### src/rtl/noc16_block_cipher_engine.sv
// rtl/noc16_block_cipher_engine.sv - NOC16 iterative block-cipher peripheral with key store and input FIFO
module noc16_block_cipher_engine #(
    parameter int          NUM_ROUNDS = 10,
    parameter int          FIFO_DEPTH = 2,
    parameter logic [7:0]  CMD_OUT    = 8'hFF,
    parameter logic [23:0] SERIAL     = 24'd9
) (
    input  logic        clk,
    input  logic        reset,
    input  logic [63:0] Ksubs3_Noc16_RxData_lo,
    input  logic [7:0]  Ksubs3_Noc16_RxData_cmd,
    input  logic        Ksubs3_Noc16_RxData_valid,
    output logic        Ksubs3_Noc16_RxData_rdy,
    output logic [63:0] Ksubs3_Noc16_TxData_lo,
    output logic [7:0]  Ksubs3_Noc16_TxData_cmd,
    output logic        Ksubs3_Noc16_TxData_valid,
    input  logic        Ksubs3_Noc16_TxData_rdy,
    output logic [23:0] designSerialNumber,
    output logic        busy,
    output logic [15:0] blocks_done
);

    localparam int KEY_BEATS = 2 * (NUM_ROUNDS + 1);
    localparam int KIW       = $clog2(KEY_BEATS + 1);
    localparam int KSW       = $clog2(NUM_ROUNDS + 1);
    localparam int PW        = $clog2(FIFO_DEPTH);
    localparam int CW        = PW + 1;

    typedef enum logic [1:0] {
        S_IDLE   = 2'd0,
        S_ROUND  = 2'd1,
        S_OUT_LO = 2'd2,
        S_OUT_HI = 2'd3
    } state_t;

    state_t         r_state;
    state_t         w_next_state;

    logic [127:0]   r_rk   [0:NUM_ROUNDS];
    logic [127:0]   r_fifo [0:FIFO_DEPTH-1];
    logic [PW-1:0]  r_wr_ptr;
    logic [PW-1:0]  r_rd_ptr;
    logic [CW-1:0]  r_count;
    logic [63:0]    r_stage;
    logic           r_stage_odd;

    logic [KIW-1:0] r_key_idx;
    logic           r_keys_ready;
    logic [1:0]     r_iv_idx;
    logic [63:0]    r_iv_lo;
    logic           r_mode;
    logic [127:0]   r_chain;

    logic [127:0]   r_block;
    logic [127:0]   r_ct;
    logic [KSW-1:0] r_round;

    logic [63:0]    r_tx_lo;
    logic [7:0]     r_tx_cmd;
    logic           r_tx_valid;
    logic [23:0]    r_serial;
    logic [15:0]    r_blocks_done;

    logic           w_rx_rdy;
    logic           w_rx_fire;
    logic           w_key_beat;
    logic           w_iv_beat;
    logic           w_data_beat;
    logic           w_ctl_beat;
    logic           w_key_wr;
    logic [KSW-1:0] w_key_slot;
    logic           w_full;
    logic           w_empty;
    logic           w_push;
    logic           w_pop;
    logic           w_last_round;
    logic [127:0]   w_round_out;
    logic [127:0]   w_ct;

    // Round transform hook; a future generation drops SubBytes/ShiftRows/MixCols in here.
    function automatic logic [127:0] f_round(input logic [127:0] x);
        return x;
    endfunction

    assign w_full  = (r_count == CW'(FIFO_DEPTH));
    assign w_empty = (r_count == '0);

    // Config beats only land while idle so the key store and chain never change under a block.
    always_comb begin
        w_rx_rdy = 1'b1;
        case (Ksubs3_Noc16_RxData_cmd)
            8'd0, 8'd1, 8'd3: w_rx_rdy = (r_state == S_IDLE);
            8'd2:             w_rx_rdy = !w_full;
            default:          w_rx_rdy = 1'b1;
        endcase
    end

    assign w_rx_fire   = Ksubs3_Noc16_RxData_valid && w_rx_rdy;
    assign w_key_beat  = w_rx_fire && (Ksubs3_Noc16_RxData_cmd == 8'd0);
    assign w_iv_beat   = w_rx_fire && (Ksubs3_Noc16_RxData_cmd == 8'd1);
    assign w_data_beat = w_rx_fire && (Ksubs3_Noc16_RxData_cmd == 8'd2);
    assign w_ctl_beat  = w_rx_fire && (Ksubs3_Noc16_RxData_cmd == 8'd3);
    assign w_key_wr    = w_key_beat && (r_key_idx < KIW'(KEY_BEATS));
    assign w_key_slot  = KSW'(r_key_idx >> 1);
    assign w_push      = w_data_beat && r_stage_odd;

    assign w_round_out  = f_round(r_block ^ r_rk[r_round]);
    assign w_ct         = w_round_out ^ r_rk[NUM_ROUNDS];
    assign w_last_round = (r_round == KSW'(NUM_ROUNDS - 1));

    always_comb begin
        w_next_state = r_state;
        w_pop        = 1'b0;
        case (r_state)
            S_IDLE: begin
                if (r_keys_ready && !w_empty) begin
                    w_pop        = 1'b1;
                    w_next_state = S_ROUND;
                end
            end
            S_ROUND: begin
                if (w_last_round) begin
                    w_next_state = S_OUT_LO;
                end
            end
            S_OUT_LO: begin
                if (Ksubs3_Noc16_TxData_rdy) begin
                    w_next_state = S_OUT_HI;
                end
            end
            S_OUT_HI: begin
                if (Ksubs3_Noc16_TxData_rdy) begin
                    w_next_state = S_IDLE;
                end
            end
            default: w_next_state = S_IDLE;
        endcase
    end

    always_ff @(posedge clk) begin
        if (reset) begin
            r_state <= S_IDLE;
        end else begin
            r_state <= w_next_state;
        end
    end

    // Storage arrays carry no reset; the indices and keys_ready gate their use.
    always_ff @(posedge clk) begin
        if (w_key_wr) begin
            if (r_key_idx[0]) begin
                r_rk[w_key_slot][127:64] <= Ksubs3_Noc16_RxData_lo;
            end else begin
                r_rk[w_key_slot][63:0] <= Ksubs3_Noc16_RxData_lo;
            end
        end
        if (w_data_beat && !r_stage_odd) begin
            r_stage <= Ksubs3_Noc16_RxData_lo;
        end
        if (w_push) begin
            r_fifo[r_wr_ptr] <= {Ksubs3_Noc16_RxData_lo, r_stage};
        end
    end

    always_ff @(posedge clk) begin
        if (reset) begin
            r_wr_ptr      <= '0;
            r_rd_ptr      <= '0;
            r_count       <= '0;
            r_stage_odd   <= 1'b0;
            r_key_idx     <= '0;
            r_keys_ready  <= 1'b0;
            r_iv_idx      <= '0;
            r_iv_lo       <= '0;
            r_mode        <= 1'b0;
            r_chain       <= '0;
            r_block       <= '0;
            r_ct          <= '0;
            r_round       <= '0;
            r_tx_lo       <= '0;
            r_tx_cmd      <= '0;
            r_tx_valid    <= 1'b0;
            r_serial      <= '0;
            r_blocks_done <= '0;
        end else begin
            r_serial <= SERIAL;

            if (w_data_beat) begin
                r_stage_odd <= !r_stage_odd;
            end
            if (w_push) begin
                r_wr_ptr <= r_wr_ptr + 1'b1;
            end
            if (w_pop) begin
                r_rd_ptr <= r_rd_ptr + 1'b1;
            end
            case ({w_push, w_pop})
                2'b10:   r_count <= r_count + 1'b1;
                2'b01:   r_count <= r_count - 1'b1;
                default: r_count <= r_count;
            endcase

            if (w_key_wr) begin
                r_key_idx <= r_key_idx + 1'b1;
                if (r_key_idx == KIW'(KEY_BEATS - 1)) begin
                    r_keys_ready <= 1'b1;
                end
            end

            if (w_ctl_beat) begin
                r_mode <= Ksubs3_Noc16_RxData_lo[0];
                if (Ksubs3_Noc16_RxData_lo[1]) begin
                    r_key_idx    <= '0;
                    r_iv_idx     <= '0;
                    r_keys_ready <= 1'b0;
                end
            end

            case (r_state)
                S_IDLE: begin
                    if (w_pop) begin
                        r_block <= r_fifo[r_rd_ptr] ^ (r_mode ? r_chain : 128'd0);
                        r_round <= '0;
                    end
                end
                S_ROUND: begin
                    r_block <= w_round_out;
                    r_round <= r_round + 1'b1;
                    if (w_last_round) begin
                        r_ct       <= w_ct;
                        r_tx_lo    <= w_ct[63:0];
                        r_tx_cmd   <= CMD_OUT;
                        r_tx_valid <= 1'b1;
                    end
                end
                S_OUT_LO: begin
                    if (Ksubs3_Noc16_TxData_rdy) begin
                        r_tx_lo <= r_ct[127:64];
                    end
                end
                S_OUT_HI: begin
                    if (Ksubs3_Noc16_TxData_rdy) begin
                        r_tx_valid    <= 1'b0;
                        r_chain       <= r_ct;
                        r_blocks_done <= r_blocks_done + 16'd1;
                    end
                end
                default: ;
            endcase

            // IV beats are only accepted in IDLE, so they never race the OUT_HI chain update.
            if (w_iv_beat) begin
                if (r_iv_idx == 2'd0) begin
                    r_iv_lo  <= Ksubs3_Noc16_RxData_lo;
                    r_iv_idx <= 2'd1;
                end else if (r_iv_idx == 2'd1) begin
                    r_chain  <= {Ksubs3_Noc16_RxData_lo, r_iv_lo};
                    r_iv_idx <= 2'd2;
                end
            end
        end
    end

    assign Ksubs3_Noc16_RxData_rdy   = w_rx_rdy;
    assign Ksubs3_Noc16_TxData_lo    = r_tx_lo;
    assign Ksubs3_Noc16_TxData_cmd   = r_tx_cmd;
    assign Ksubs3_Noc16_TxData_valid = r_tx_valid;
    assign designSerialNumber        = r_serial;
    assign busy                      = (r_state != S_IDLE);
    assign blocks_done               = r_blocks_done;

endmodule

### config.mk
export PLATFORM = sky130hd
export DESIGN_NAME = noc16_block_cipher_engine
export DESIGN_NICKNAME = d
export VERILOG_FILES = /design/src/rtl/noc16_block_cipher_engine.sv
export SDC_FILE = /design/constraint.sdc
export NUM_CORES = 2
export LEC_CHECK = 0
export ABC_AREA = 1
export CORE_AREA = 2 2 577 579
export CTS_CLUSTER_SIZE = 40
export DETAILED_ROUTE_END_ITERATION = 7
export DIE_AREA = 0 0 579 581
export GPL_TIMING_DRIVEN = 0
export HOLD_SLACK_MARGIN = 0.15
export PLACE_DENSITY_LB_ADDON = 0.08
export SLEW_MARGIN = 20
export SYNTH_ARGS = -nofsm -noshare
export SYNTH_HDL_FRONTEND = slang
export SYNTH_SLANG_ARGS = --single-unit
### constraint.sdc
create_clock -name clk -period 10.9 [get_ports clk]
set_clock_uncertainty 0.2 [all_clocks]
set_input_delay 2.18 -clock clk [delete_from_list [all_inputs] [get_ports clk]]
set_output_delay 2.18 -clock clk [all_outputs]
set_load 0.03 [all_outputs]
---- Word level (Yosys, flattened, before mapping) ----
Memories as Yosys holds them, arrays and structs flattened. A register that Yosys moved wholly into a read port is not among the register bits.
Index checks and enable logic that the tools add are counted.
storage, ports and cells
  flip-flop bits (word level) ............. 638
  bits in latches ......................... 0
  RAM bits ................................ 1,664
  bits in read-only memories .............. 0
  bits of input ports ..................... 76
  output and inout bits ................... 115
  logic and storage cells ................. 129
  memories ................................ 2
memories
  name    depth  width  read ports  clocked after Yosys merged registers in  wr ports  line  text
  r_rk    11     128    2           1                                        1         39    logic [127:0] r_rk [0:NUM_ROUNDS];
  r_fifo  2      128    1           1                                        1         40    logic [127:0] r_fifo [0:FIFO_DEPTH-1];
operators by class
  add/subtract/negate cells ............... 7
  $mul .................................... 0
  divide/modulo/power cells ............... 0
  magnitude comparators ................... 1
  equality and inequality tests ........... 17
  shifts and indexed selects .............. 0
  muxes and demuxes ....................... 50
  bitwise gates (word level) .............. 3
  reductions and logical operators ........ 29
operator list
  operator                 count
  $mux W128                7
  $xor A128 B128 Y128      3
  $pmux W128 S2            1
  $mux W64                 2
  $pmux W64 S2             1
  $mux W1                  18
  $mux W2                  9
  $add A16 B1 Y16 const B  1
  $eq A8 B2 Y1 const B     2
  $mux W4                  4
  $mux W5                  3
  $reduce_bool A2 Y1       5
  $logic_and A1 B1 Y1      9
  $eq A2 B2 Y1 const B     4
  $eq A8 B1 Y1 const B     1
  $logic_not A8 Y1         1
  $ne A2 B2 Y1 const B     4
  $pmux W2 S4              1
  $pmux W4 S2              1
  $reduce_and A2 Y1        4
  $eq A2 B1 Y1 const B     3
  $logic_not A2 Y1         3
  $reduce_and A3 Y1        2
  $add A5 B1 Y5 const B    1
  13 further kinds         17

---- Logic depth before layout (Yosys ltp) ----
  depth after elaboration ................. 9
  gate-level depth with buffers ........... 18
  depth with buffers taken out ............ 14

---- Least setup slack after synthesis ----
Ideal clock, no wire load.
  path kind ............................... input-to-reg
  start point ............................. in Ksubs3_Noc16_RxData_cmd[1]
  end point ............................... mem r_fifo[1][0] (enable)
  library setup time ...................... 0.618 ns
  arrival time ............................ 8.467 ns
  data required time ...................... 10.082 ns
  path slack .............................. 1.615 ns
  cell stages on the path ................. 9
  buffers on the path ..................... 0
  cells stage by stage .................... inv_2 > nor2_4 > o211ai_2 > nand2_2 > inv_2 > nand3_1 > inv_1 > nand2_1 > nor2_1
on the way
  cells in the longest elaborated chain, start to end .. 8
  elaborated cells on any way between the ends .. 11
  those cells by class .................... 3 x eq/ne; 3 x mux; 5 x reduce/logical
ends and longest elaborated chain
  what                                  line  text
  start: declaration                    11    input logic [7:0] Ksubs3_Noc16_RxData_cmd,
  $eq A8 B1 Y1 (tied with other cells)  91    case (Ksubs3_Noc16_RxData_cmd)
  $reduce_or A3 Y1                      91
  $pmux W1 S2 *                         91
  net Ksubs3_Noc16_RxData_rdy           13    output logic Ksubs3_Noc16_RxData_rdy,
  $logic_and A1 B1 Y1 *                 98    assign w_rx_fire = Ksubs3_Noc16_RxData_valid && w_rx_rdy;
  $logic_and A1 B1 Y1 *                 101   assign w_data_beat = w_rx_fire && (Ksubs3_Noc16_RxData_cmd == 8'd2);
  $logic_and A1 B1 Y1 *                 105   assign w_push = w_data_beat && r_stage_odd;
  $mux W1 *                             160   if (w_push) begin
  $mux W1 (implied by the code) *       161   r_fifo[r_wr_ptr] <= {Ksubs3_Noc16_RxData_lo, r_stage};
  end: declaration                      40
Mark *: on every way through the listed nets, which the timed path passes. The rest lies on a longest branch.

---- Worst setup path in the final report ----
  start point ............................. in Ksubs3_Noc16_RxData_cmd[1]
  end point ............................... mem r_rk[7][83] (enable)
on the way
  cells in the longest elaborated chain, start to end .. 8
  elaborated cells on any way between the ends .. 11
  those cells by class .................... 3 x eq/ne; 3 x mux; 5 x reduce/logical
ends and longest elaborated chain
  what                                  line  text
  $eq A8 B1 Y1 (tied with other cells)  91
  $reduce_or A3 Y1                      91
  $pmux W1 S2                           91
  $logic_and A1 B1 Y1                   98
  $logic_and A1 B1 Y1 *                 99    assign w_key_beat = w_rx_fire && (Ksubs3_Noc16_RxData_cmd == 8'd0);
  $logic_and A1 B1 Y1 *                 103   assign w_key_wr = w_key_beat && (r_key_idx < KIW'(KEY_BEATS));
  $mux W1 *                             150   if (w_key_wr) begin
  $mux W1 (implied by the code) *       152   r_rk[w_key_slot][127:64] <= Ksubs3_Noc16_RxData_lo;
  end: declaration                      39
Mark *: on every way between the ends. The rest lies on a longest branch, timed or not.

==> results.md <==
- Most frequent CP cell: buf_4
- Peak fanout along the critical path: 9
- Initial Util: 29.97%
- Combinational power share: 16.8%
- Register area share after synthesis: 63.76%
- CP arrival: 6.97 ns
- CTS clk-pin slew, worst paths: roughly 0.060 ns
- DR pass1 iterations: 7
- Total congestion overflow: 0
- Final worst slack: 4.305 ns
- Max stage delay cell, worst path: clkdlybuf4s50_1
- Sw frac: 30.66%
- Most common cell in the netlist: nand2_1
- Worst-Skew Late Latency: 0.92 ns
- Clock Power Share: 40.5%
- Vias/cell: 5.139
- Min Hold Slack: 0.2309 ns
- CTS Buf Count: 281
- #FFs+latches synth: about 2300
- Relative slew slack: 14.71%
- Die width: 579 um
- Crit. Startpoint: Ksubs3_Noc16_RxData_cmd[1]
- Period utilization: 60.50%
- Yosys top cell area share: 52.50%
- Outcome: complete, no violations
- HP Class: reg2reg
- Die area: between 300000 and 400000 um^2
- Routability Congestion: 0.9208
- ANT nets after route: 0
- Port buffer count: 167
- Setup crit end: r_rk[7][83]
- First-pass GRT wire length: 615.4 mm
- Critical path class: in2reg
- DIE HEIGHT: 581 um
- FMAX: 0.1516 GHz
- Setup bufs post-CTS: 0
- Design Area, Final: 119000 um^2
- Fin util: 36.08%
- CTS sink cnt: 2284
- Area Growth Syn to Fin: 20.37%
- Endpoints failing setup: 0
- Worst Tran Pin Value: around 1.3 ns
- Syn Area/Cell: about 10 um^2
- Startpoint types: input port
- Yosys warnings: 0
- Cells after synthesis: between 9000 and 10000
- Internal power: around 16 mW
- WP data required: approximately 11 ns
- Placed Area: 110100 um^2
- Post-Syn Area: 98840 um^2
- Routed wire length per instance: 29.65 um
- Post-route insts no fill: roughly 15000
- Top cells by area, synth: edfxtp_1 53%, dfxtp_1 11%, nand2_1 9.1%
- Primary FF master, synth: edfxtp_1
- Number of antenna violations at the first check in global routing: 55
- # IOs: 191
- Reg area: 63020 um^2
- FP Rows: 211
- CTS tree: done
- Worst reg2reg setup slack: 5.45 ns
- Fraction of layout cells with a size suffix above 1: 8.783%
- Final Power: 22.68 mW
- Fillers: approximately 33000
- Drt total wl: 451.3 mm
- Leakage: 45.10 nW
- Area leader, netlist: edfxtp_1
- Worst Reg-to-Reg Cells: 17
- Largest stage delay, worst path: 0.62 ns
- Reg power frac: between 40% and 50%
- Final hold vios: 0
- Vias: between 70000 and 80000
- Setup TNS: 0 ns
- Largest net degree at the start of global routing: 28
- RSZ-0062 raised after global routing: no
- Worst Setup End Kind: register
- Max Cap Viol: 0
- Final nets: 10706
- Post-synth EDFFs: ~1700
- Hold Buf Count CTS: 0
- Final Max Slew Viols: 0
- Max H-tree Level: 5
- RR Endpoint: r_rk[7][83]
- DP Worst Slack: 3.469 ns
- Gr usage total: 26.26%
- Maximum buffer depth of the clock tree: 4
- Root Buffer: clkbuf_16
- First DRT Iteration DRCs: 8866
- Post-synth ARST share: 0%
- Placed cell count: about 15000
- Multi-input logic area: between 20000 and 30000 um^2
- Critical path cell sequence: clkdlybuf4s50_1 -> inv_2 -> nor2_4 -> o21ai_1 -> o211ai_2 -> nand2_2 -> inv_2 -> nand2_1 -> nor2_1 -> ha_1 -> clkinv_1 -> nor3_2 -> buf_4 -> buf_4 -> buf_4 -> buf_4 -> buf_4 -> buf_4
- Core ar.: 329700 um^2
- VDD IR max: about 0.12 mV
- Synth cell count leaders: 2403 x nand2_1, 1728 x edfxtp_1, 1293 x nand3_1
- Drt drc: 0
- Minimum clock period after layout: 6.595 ns
- Sw power: 6.954 mW
- PwrDens: 190.6 nW/um^2
- Resize count post-CTS: 0
- Critical R2R Launch: r_state[0]
- Vias in the first global route: between 70000 and 80000
- Post-DP HPWL: about 330 mm
- Yosys cell types: 42
==> cells in the final DEF (no fill, tap or decap), types with 11 or more instances in the layout <==
master / netlist / routed
nand3b_1: 201 / 201
clkbuf_2: 0 / 47
xnor2_1: 90 / 90
o211ai_1: 314 / 314
inv_1: 1038 / 1038
buf_2: 142 / 214
o21ai_1: 59 / 59
buf_4: 55 / 74
nor2_1: 339 / 316
clkbuf_16: 0 / 287
edfxtp_1: 1728 / 1728
nand2_1: 2403 / 2403
mux2i_1: 63 / 63
clkinv_2: 0 / 25
a21o_1: 64 / 64
dfxtp_1: 556 / 556
nor2_4: 1 / 24
ha_1: 13 / 13
buf_1: 35 / 27
a21oi_1: 424 / 421
buf_16: 0 / 54
buf_6: 19 / 23
nand3_1: 1293 / 1293
conb_1: 1 / 22
clkinv_8: 0 / 11
clkinv_1: 3 / 30
o21ai_0: 599 / 599
diode_2: 0 / 14
clkbuf_1: 355 / 413
clkbuf_8: 0 / 33
a31oi_1: 100 / 100
buf_12: 1 / 124
clkdlybuf4s50_1: 0 / 103
==> kinds of logic after synthesis <==
logic type	Yosys count	synth area share (%)
AND/OR/NAND/NOR	4263	18.67
XOR/XNOR	98	0.8684
adder cells (fa/ha/maj)	13	0.1646
buffers and inverters	1654	6.831
AO/OA/AOI/OAI	1570	9.067
multiplexers	63	0.6380
other	1	0.003794
flip-flops	2284	63.76
==> state kept, by name (all words and copies together) (netlist names), 2 cells and up, named ones only <==
name,cells
r_count,2
r_iv_lo,64
r_ct,128
r_stage,64
r_iv_idx,2
r_round,4
r_block,128
r_key_idx,5
Ksubs3_Noc16_TxData_lo,64
r_chain,128
r_state,2
r_fifo,256
r_rk,1408
blocks_done,16
==> layer usage <==
metal | wire [um] | track usage, %
met1 | 194100 | 35.36
met2 | 205500 | 41.95
met3 | 28540 | 3.364
met4 | 23150 | 12.01
met5 | 27 | 0
==> power groups by stage <==
| stage | sequential [mW] | clock, mW | combinational [mW] |
|---|---|---|---|
| CTS | 9.68 | 9.32 | 3.78 |
| finish | 9.69 | 9.18 | 3.82 |
| global route | 9.70 | 9.63 | 4.03 |
| detailed placement | 9.86 | 0 | 3.76 |
| floorplan | 9.92 | 0 | 1.75 |
| global placement | 9.87 | 0 | 3.67 |
==> worst min path at each step <==
| stage | cells past startpoint | from | slack [ns] | endpoint |
|---|---|---|---|---|
| after floorplan | 1 | r_iv_lo[0] | 0.22 | r_chain[0] |
| after global placement | 0 | r_stage[20] | 0.22 | r_fifo[1][20] |
| after detailed placement | 0 | r_stage[55] | 0.23 | r_fifo[1][55] |
| after CTS | 0 | r_stage[29] | 0.22 | r_fifo[1][29] |
| after global routing | 0 | r_stage[11] | 0.25 | r_fifo[0][11] |
| final | 0 | r_stage[62] | 0.23 | r_fifo[0][62] |
==> layout make-up <==
cell class | instances | area share [%]
inverter | 1047 | 3.303
clock buffer | 425 | 6.750
multi-input combinational | 6029 | 24.66
antenna | 14 | 0.02945
buffer | 607 | 2.429
sequential | 2284 | 52.97
clock inverter | 80 | 0.6552
timing repair buffer | 367 | 4.613
tap | 4366 | 4.592
==> worst max-delay path, delay by kind of cell <==
family                   cells  cell delay (ns)
adder cells (fa/ha/maj)      1             0.26
AND/OR/NAND/NOR              5             1.49
AO/OA/AOI/OAI                2             0.23
buffers and inverters       10             2.78
(Power assumes the default switching activity.)
==> RTL change (same flow settings) <==
Set the parameter `SERIAL` to 24'd4 (it was 24'd9).
--- a/src/rtl/noc16_block_cipher_engine.sv
+++ b/src/rtl/noc16_block_cipher_engine.sv
@@ -3,7 +3,7 @@
     parameter int          NUM_ROUNDS = 10,
     parameter int          FIFO_DEPTH = 2,
     parameter logic [7:0]  CMD_OUT    = 8'hFF,
-    parameter logic [23:0] SERIAL     = 24'd9
+    parameter logic [23:0] SERIAL     = 24'd4
 ) (
     input  logic        clk,
     input  logic        reset,
Function: not settled (the Yosys comparison gave no result); the edit may change what the design does.
==> RTL change against the original RTL <==
- routed wire length shrank 2.3%
- core utilization down 0.057 points
- sequential cell count unchanged
- combinational power increased by 14%
- worst setup slack gained 220 ps
- power rose by 2.1%
- design area fell by 0.16%
- synthesized area is 0.11% lower
- highest routed layer unchanged
==> RTL change: results (changes against the original RTL) <==
================================================================================
Run status                                                          finished clean
Post-placement cell area                                              110000 um2   -0.11%
Post-Syn Instances                                                          9776   -1.7%
Iteration-0 DRC count of the detailed router                                8223   -7.3%
Transition time at the pin with the least slew margin                    1378 ps   +98.33 ps
Number of clock buffers inserted by TritonCTS                                277   -1.4%
Global-route wire length before repair                                  597.2 mm   -3.0%
Max IR drop VDD                                                         127.5 uV   +5.4%
Met1 Track Usage GR                                                       0.3409   -0.01273
Met2 Use GR                                                               0.4183   -0.001157
Met3 usage                                                               0.03157   -0.002068
Final HPWL from detailed placement                                      321.2 mm   -2.8%
Final routed wirelength across all metal layers                         440.8 mm   -2.3%
Top post-synthesis cells by count                                   2095 x nand2_1, 1728 x edfxtp_1, 1245 x nand3_1
Arrival time of data at the critical path endpoint                       3990 ps   -2980 ps
Internal reg-to-reg setup slack                                          5730 ps   +280 ps
Number of antenna violations at the first check in global routing             59   +7.3%
Number of unique standard cell types used by synthesis                        41   -2.4%
First-pass DRT Iterations                                                      6   -1
Routability congestion estimate from global placement                     0.8977   -2.5%
Maximum fanout encountered on the critical timing path                         3   -6
Via count of the first global-routing pass                                 73760   -1.1%
Share of cells above drive strength 1                                    0.09500   +0.007170
Delay of the slowest cell on the worst path                               670 ps   +50 ps
Via count normalized by instance count                                     5.138   about the same
Cell leakage power                                                      44.17 nW   -2.1%
Sequential share of the synthesized area                                  0.6383   +0.0006949
Most area-consuming cells after synthesis                           edfxtp_1 53%, dfxtp_1 11%, nand2_1 8.0%
Aggregate global-route resource usage                                     0.2557   -0.006934
================================================================================
RTL change: cells by family (layout without fill, tap and decap cells):
family	count (synthesis)	after routing	share of synthesized area
other	1	47	0.00003798
and+or+nand+nor	3975	3975	0.1763
adders and majority gates	14	14	0.001774
muxes	64	64	0.006489
DFF	2284	2284	0.6383
AOI/OAI and AO/OA	1593	1593	0.09547
buffers and inverters	1774	2639	0.07535
xor gates and xnor gates	71	71	0.006299
RTL change: area by class of cell:
class | count | area, um2
plain buffers | 600 | 3132
fillers | 32890 | 211000
diodes | 24 | 60.06
multi-input cells | 5740 | 28560
well taps | 4366 | 5463
inverters | 1174 | 4414
flip-flops and latches | 2284 | 63020
clock buffers | 403 | 7752
clock inverters | 102 | 954.7
repair buffers | 360 | 5424
RTL change: final timing paths:
check | depth (start not counted) | from | to
hold reg to reg | 0 | r_stage[37] | r_fifo[0][37]
setup reg to reg | 14 | r_state[0] | r_rk[7][81]
setup / recovery | 8 | Ksubs3_Noc16_RxData_cmd[1] | Ksubs3_Noc16_RxData_rdy
hold / removal | 0 | r_stage[37] | r_fifo[0][37]
RTL change: where the power goes:
group	switching (mW)	leakage [nW]	internal (mW)
logic	3.33	19.9	1.03
registers	0.147	20.0	9.54
clock network	3.89	4.22	5.23
total	7.37	44.2	15.8
RTL change: stage by stage:
| stage | utilization | worst slack (ps) | hold slack [ps] |
|---|---|---|---|
| 6_report | 0.3602 | 4526 | 232.7 |
| 2_1_floorplan | - | 1721 | 221.5 |
| 5_1_grt | 0.3601 | 4375 | 241.4 |
| 3_5_place_dp | 0.3336 | 3737 | 230.2 |
| 4_1_cts | 0.3600 | 4505 | 226.1 |
| 3_3_place_gp | 0.3213 | -7153 | 221.4 |
RTL change: routing by layer:
layer,vias up,part of all wire
li1,35060,-
met1,38460,0.43
met2,3080,0.47
met3,755,0.061
met4,2,0.045
met5,-,0.000029
